## src/rtl/logic_unit_pipe.sv

```systemverilog
// logic_unit_pipe: two-stage pipelined bitwise logic unit with valid/ready handshake,
// registered result flags and a wrapping count of delivered results.
module logic_unit_pipe #(
    parameter int unsigned WIDTH   = 8,
    parameter int unsigned COUNT_W = 16
) (
    input  logic               clk,
    input  logic               rst_n,
    input  logic               in_valid,
    output logic               in_ready,
    input  logic [2:0]         in_op,
    input  logic [WIDTH-1:0]   in_a,
    input  logic [WIDTH-1:0]   in_b,
    output logic               out_valid,
    input  logic               out_ready,
    output logic [WIDTH-1:0]   out_result,
    output logic               out_zero,
    output logic               out_ones,
    output logic               out_parity,
    output logic [COUNT_W-1:0] done_count
);
    logic [WIDTH-1:0] s1_data;
    logic [WIDTH-1:0] f;
    logic             s1_valid;
    logic             s1_ready;
    logic             s2_ready;

    assign s2_ready = !out_valid || out_ready;
    assign s1_ready = !s1_valid || s2_ready;
    assign in_ready = s1_ready;

    always_comb begin
        case (in_op)
            3'b000:  f = in_a & in_b;
            3'b001:  f = in_a | in_b;
            3'b010:  f = ~in_a;
            3'b011:  f = ~(in_a & in_b);
            3'b100:  f = ~(in_a | in_b);
            3'b101:  f = in_a ^ in_b;
            3'b110:  f = ~(in_a ^ in_b);
            default: f = in_a;
        endcase
    end

    // Valid bits follow the upstream valid whenever the stage can take a beat;
    // data registers only load on an actual transfer so outputs hold under stall.
    always_ff @(posedge clk or negedge rst_n) begin
        if (!rst_n) begin
            s1_valid   <= 1'b0;
            s1_data    <= '0;
            out_valid  <= 1'b0;
            out_result <= '0;
            out_zero   <= 1'b1;
            out_ones   <= 1'b0;
            out_parity <= 1'b0;
            done_count <= '0;
        end else begin
            if (s1_ready) s1_valid <= in_valid;
            if (in_valid && s1_ready) s1_data <= f;
            if (s2_ready) out_valid <= s1_valid;
            if (s1_valid && s2_ready) begin
                out_result <= s1_data;
                out_zero   <= ~|s1_data;
                out_ones   <= &s1_data;
                out_parity <= ^s1_data;
            end
            if (out_valid && out_ready) done_count <= done_count + COUNT_W'(1);
        end
    end
endmodule

```

## config.mk

```make
export PLATFORM = sky130hd
export DESIGN_NAME = logic_unit_pipe
export DESIGN_NICKNAME = d
export VERILOG_FILES = /design/src/rtl/logic_unit_pipe.sv
export SDC_FILE = /design/constraint.sdc
export NUM_CORES = 1
export LEC_CHECK = 0
export BUFFER_PORTS_ARGS = -buffer_cell sky130_fd_sc_hd__buf_4
export CORE_MARGIN = 5
export CORE_UTILIZATION = 59
export CTS_CLUSTER_DIAMETER = 30
export DETAILED_ROUTE_END_ITERATION = 10
export PLACE_DENSITY = 0.9
export SYNTH_ARGS = -nofsm -noshare
export SYNTH_HDL_FRONTEND = slang
export SYNTH_SLANG_ARGS = --single-unit
```

## constraint.sdc

```tcl
create_clock -name clk -period 2.4 [get_ports clk]
set_input_delay 0.48 -clock clk [delete_from_list [all_inputs] [get_ports clk]]
set_output_delay 0.48 -clock clk [all_outputs]
set_load 0.005 [all_outputs]
```

# ---- Word-level counts from Yosys, hierarchy flattened
# Cells that the tools add are included.
dict set report classes {
  reduce_logical 12
  magnitude_cmp 0
  n_mux 1
  add_sub_neg 1
  bitwise 7
  n_shift 0
  n_eq_ne 6
  mul 0
  div_mod_pow 0
}
# cell count
set ops {}
lappend ops {{one-hot mux 8 bit (7 select lines)} 1}
lappend ops {{NOT 8 bit} 4}
lappend ops {{adder 16 x 1 -> 16 bit (second input constant)} 1}
lappend ops {{equality test 3 bit (second input constant)} 3}
lappend ops {{AND 8 bit} 1}
lappend ops {{OR 8 bit} 1}
lappend ops {{AND reduction 8 bit} 1}
lappend ops {{OR reduction 8 bit} 1}
lappend ops {{XOR reduction 8 bit} 1}
lappend ops {{XOR 8 bit} 1}
lappend ops {{equality test 3 x 2 -> 1 bit (second input constant)} 2}
lappend ops {{equality test 3 x 1 -> 1 bit (second input constant)} 1}
lappend ops {{logical AND 1 bit} 3}
lappend ops {{zero test 1 bit} 3}
lappend ops {{zero test 3 bit} 1}
lappend ops {{logical OR 1 bit} 2}
dict set report totals {
  latch_bits 0
  out_inout_bits 29
  word_cells 35
  input_bits 23
  rom_bits 0
  ram_bits 0
  reg_bits 37
  n_memories 0
}

# ---- Depth between registers and ports, before layout
dict set report depth {
  word_depth 4
  depth_mapped 6
  depth_no_buf 6
}

# ---- Least setup slack after synthesis
# No wires, ideal clock.
dict set report synth_path {
  kind {in2reg}
  start {in in_op[0]}
  end {reg s1_data[6]}
  arrival_time_ps 1324
  setup_time_ps 121
  path_stages 6
  required_ps 2279
  n_path_buf 2
  path_slack_ps 955
  path_cell_list {buf_4 buf_4 nor2_1 a211oi_1 o32ai_1 a22o_1}
}
dict set report synth_via {
  elab_chain_cells 2
  elab_cells_between_ends 8
  cone_classes {eq/ne (6); mux (1); reduce/logical (1)}
}
# item line
set synth_rtl {}
lappend synth_rtl {{start, declared} 11} ;# input logic [2:0] in_op,
lappend synth_rtl {{equality test 3 bit (tied with other cells)} 33} ;# case (in_op)
lappend synth_rtl {{one-hot mux 8 bit (7 select lines) *} 33}
lappend synth_rtl {{end signal, assigned} 50} ;# s1_data <= '0;
lappend synth_rtl {{end signal, assigned} 59} ;# if (in_valid && s1_ready) s1_data <= f;
lappend synth_rtl {{end, declared} 22} ;# logic [WIDTH-1:0] s1_data;
# Every way passes the cells marked *; elsewhere a longest branch is shown, timed or not.
# A chain may end at the register's enable or synchronous reset.

# ---- Worst setup path in the final report
dict set report layout_path {
  start {reg out_valid}
  end {out in_ready}
}
dict set report layout_via {
  elab_chain_cells 3
}
# item line
set layout_rtl {}
lappend layout_rtl {{start, declared} 14} ;# output logic out_valid,
lappend layout_rtl {{start signal, assigned} 60} ;# if (s2_ready) out_valid <= s1_valid;
lappend layout_rtl {{zero test 1 bit} 28} ;# assign s2_ready = !out_valid || out_ready;
lappend layout_rtl {{logical OR 1 bit} 28}
lappend layout_rtl {{logical OR 1 bit} 29} ;# assign s1_ready = !s1_valid || s2_ready;
lappend layout_rtl {{end, declared} 10} ;# output logic in_ready,
# No other way between the ends.

==> reports/qor.csv <==
stage;metric;value;unit
clock_tree;clock slew at reported path FFs;0.07;ns
final_layout;Antenna diodes;0;
placed_design;HPWL after detailed placement;3900;um
setup_path;cell family with most CP delay;flip-flops;
setup_path;WS Path Type;flip-flop to primary output;
floorplanning;die area;5590;um2
drt;drt first pass iters;4;
floorplanning;I/O pin cnt;52;
pwr;VDD IR-drop max;0.235;mV
setup_path;Worst path slowest cell;dfrtp_1;
sta;Final min period;1.51;ns
setup_path;Cell Chain, Critical Path;nand3b_1, buf_4;
setup_path;worst reg2reg path startpoint;done_count[0];
sta;final setup TNS;0;ns
setup_path;CP max stage delay;0.44;ns
clock_tree;Clock Latency Late Sink;0.29;ns
pwr;Power per Cell Area;640;nW/um2
final_layout;area growth from synthesis to layout;18.9;%
floorplanning;Std-Cell Rows;23;
floorplanning;DIE HEIGHT;74.7;um
global_routing;largest net degree at the start of global routing;38;
pwr;Pleak;1.47;nW
global_routing;antenna violations before repair;0;
drt;Final ANT Viol Nets;0;
clock_tree;H-tree Lvls;2;
clock_tree;post-cts resize count;0;
global_routing;GR Util All Layers;0.203;
hold_path;Hold WC Path Type;input pin to asynchronous set/reset pin;
synth;Yosys top cell area share;0.364;
final_layout;# nets final;361;
placed_design;Port-buffer cells;51;
final_layout;layout cells sized above 1;0.207;
setup_path;crit path launch;out_valid;
sta;Slew Limit Headroom;0.612;
drt;DR WL/cell;14.4;um
synth;Gate Count Post-Synth;267;
drt;first-iteration detailed-routing DRC count;115;
setup_path;Worst Path Required;1.92;ns
global_routing;gr ovfl total;0;
drt;DRC violation count after routing;0;
clock_tree;maximum buffer depth of the clock tree;2;
synth;Netlist cell types;34;
setup_path;crit path capture type;primary output;
global_routing;vias in the first global route;1962;
setup_path;CP Buf/Inv Count;1;
sta;final clock skew;0.00676;ns
final_layout;design area;2940;um2
floorplanning;Starting Density;0.614;
clock_tree;clk sinks;37;
clock_tree;total CTS buffers;5;
placed_design;Placement Cell Area;2850;um2
synth;net count after synthesis;315;
drt;vias post-DR;2009;
synth;cell accounting for the most synthesized area;dfrtp_1;
status;status;finished clean;
synth;yosys warns;0;
sta;RSZ-0062 raised after global routing;no;
synth;number of flops mapped to enable cells by yosys;0;
clock_tree;Root Driver;clkbuf_8;
floorplanning;core region area;4030;um2
sta;Finish-stage setup viols;0;
synth;synthesized area;2470;um2
clock_tree;hold buffers post-CTS;0;
placed_design;Final GP Congestion;0.837;
setup_path;Critical Path AT;1.03;ns
floorplanning;die span in x;74.7;um
setup_path;worst-path fanout max;6;
flow_run;max-cap viol count;0;
sta;Fmax;661;MHz
drt;WL final;5230;um
synth;Syn Area/Cell;9.26;um2
drt;vias per std cell;5.52;
sta;final hold violations;0;
synth;share of the yosys chip area belonging to registers;0.375;
setup_path;startpoint types;flip-flop;
sta;final worst path period share;0.631;
sta;Max Slew Vio Count;0;
clock_tree;CTS tree;yes;
synth;post-synthesis register bit count;37;
synth;Area contributors post-synth;dfrtp_1 (36%), ha_1 (13%), xnor2_1 (5.0%), mux2i_1 (4.5%), nand2_1 (4.3%);
synth;share of flip-flops with an asynchronous set or reset;1.00;
clock_tree;Post CTS Setup Buffer Count;0;
synth;Synth Flop Type;dfrtp_1;
global_routing;first-pass GRT wire length;8780;um
sta;Worst-Margin Slew;0.581;ns
==> cells in the mapped netlist, drive strengths merged, types with 2 or more instances <==
| library cell | count |
|---|---|
| nand2 | 29 |
| nor2 | 25 |
| nor2b | 8 |
| a21oi | 5 |
| a211oi | 3 |
| xnor2 | 14 |
| o21ai | 16 |
| o2bb2ai | 3 |
| dfrtp | 36 |
| mux2i | 11 |
| clkbuf | 4 |
| o32ai | 3 |
| nand3b | 11 |
| o32a | 5 |
| o31ai | 5 |
| nand3 | 7 |
| nand4 | 6 |
| ha | 25 |
| buf | 8 |
| a22o | 3 |
| xor2 | 4 |
| nand2b | 3 |
| inv | 25 |
| nor4 | 2 |
==> layer usage <==
metal | routed length (um) | global-route usage | vias to the layer above
li1 | - | - | 1000
met4 | 117 | 0.123 | 0
met3 | 330 | 0.0267 | 12
met5 | 0 | 0 | -
met1 | 2180 | 0.244 | 933
met2 | 2610 | 0.345 | 64
==> through the flow <==
| stage | utilization | power [mW] | instances | hold slack, ns | worst slack [ns] |
|---|---|---|---|---|---|
| 2_1_floorplan | - | 1.20 | 267 | 0.184 | 0.955 |
| 5_1_grt | 0.730 | 2.01 | 364 | 0.172 | 0.760 |
| 4_1_cts | 0.730 | 1.90 | 364 | 0.147 | 0.885 |
| 6_report | 0.730 | 1.88 | 364 | 0.132 | 0.886 |
| 3_5_place_dp | 0.708 | 1.47 | 356 | 0.460 | 0.755 |
| 3_3_place_gp | 0.708 | 1.44 | 356 | 0.458 | 0.796 |
==> cells in the final DEF, fill, tap and decap left out, types with 7 or more instances in the layout <==
master | synthesis | routed
nand2_1 | 28 | 28
inv_1 | 25 | 25
nand3b_1 | 11 | 11
nor2b_1 | 8 | 8
o21ai_0 | 16 | 16
xnor2_1 | 14 | 14
mux2i_1 | 11 | 11
dfrtp_1 | 36 | 36
buf_4 | 4 | 51
ha_1 | 25 | 25
nand3_1 | 7 | 7
nor2_1 | 25 | 25
==> report_power, final <==
part	switching, mW	internal, mW	total [mW]	leakage (nW)
Combinational	0.280	0.316	0.596	0.961
Sequential	0.125	0.742	0.866	0.464
Clock	0.219	0.200	0.420	0.0439
==> cell families (layout without fill, tap and decap cells) <==
kind of cell | after synthesis | after routing | share of synthesized area
simple gates | 95 | 95 | 0.202
fa+ha+maj | 25 | 25 | 0.127
buf+inv | 37 | 84 | 0.0643
compound gates | 43 | 43 | 0.119
flops | 37 | 37 | 0.375
xor+xnor | 18 | 18 | 0.0638
mux | 12 | 12 | 0.0491
==> final timing paths <==
kind | endpoint | slack [ns] | depth (start not counted)
min in group clk | s1_valid | 0.40 | 2
setup / recovery | in_ready | 0.89 | 2
hold / removal | done_count[13] | 0.13 | 1
max in group asynchronous | out_zero | 1.92 | 1
setup reg to reg | done_count[14] | 0.92 | 5
hold reg to reg | out_result[2] | 0.48 | 2
==> flip-flops by register name (all words and copies together) (netlist names) <==
| signal | flops |
|---|---|
| s1_data | 8 |
| out_result | 8 |
| out_parity | 1 |
| out_zero | 1 |
| out_valid | 1 |
| s1_valid | 1 |
| out_ones | 1 |
| done_count | 16 |
==> area by class of cell <==
cell class | instances | area [um2]
clock inverters | 3 | 17.5
inverters | 25 | 93.8
multi-input cells | 193 | 1390
flip-flops and latches | 37 | 927
well taps | 50 | 62.6
repair buffers | 51 | 383
clock buffers | 5 | 68.8
fillers | 300 | 1090
==> worst reg2reg max path, cell delays in order (launching register included) <==
cell     delay [ns]
dfrtp_1        0.41
ha_1           0.20
nand2_1        0.05
nor2_1         0.34
and4_1         0.27
xor2_1         0.14
(Power assumes the default switching activity.)
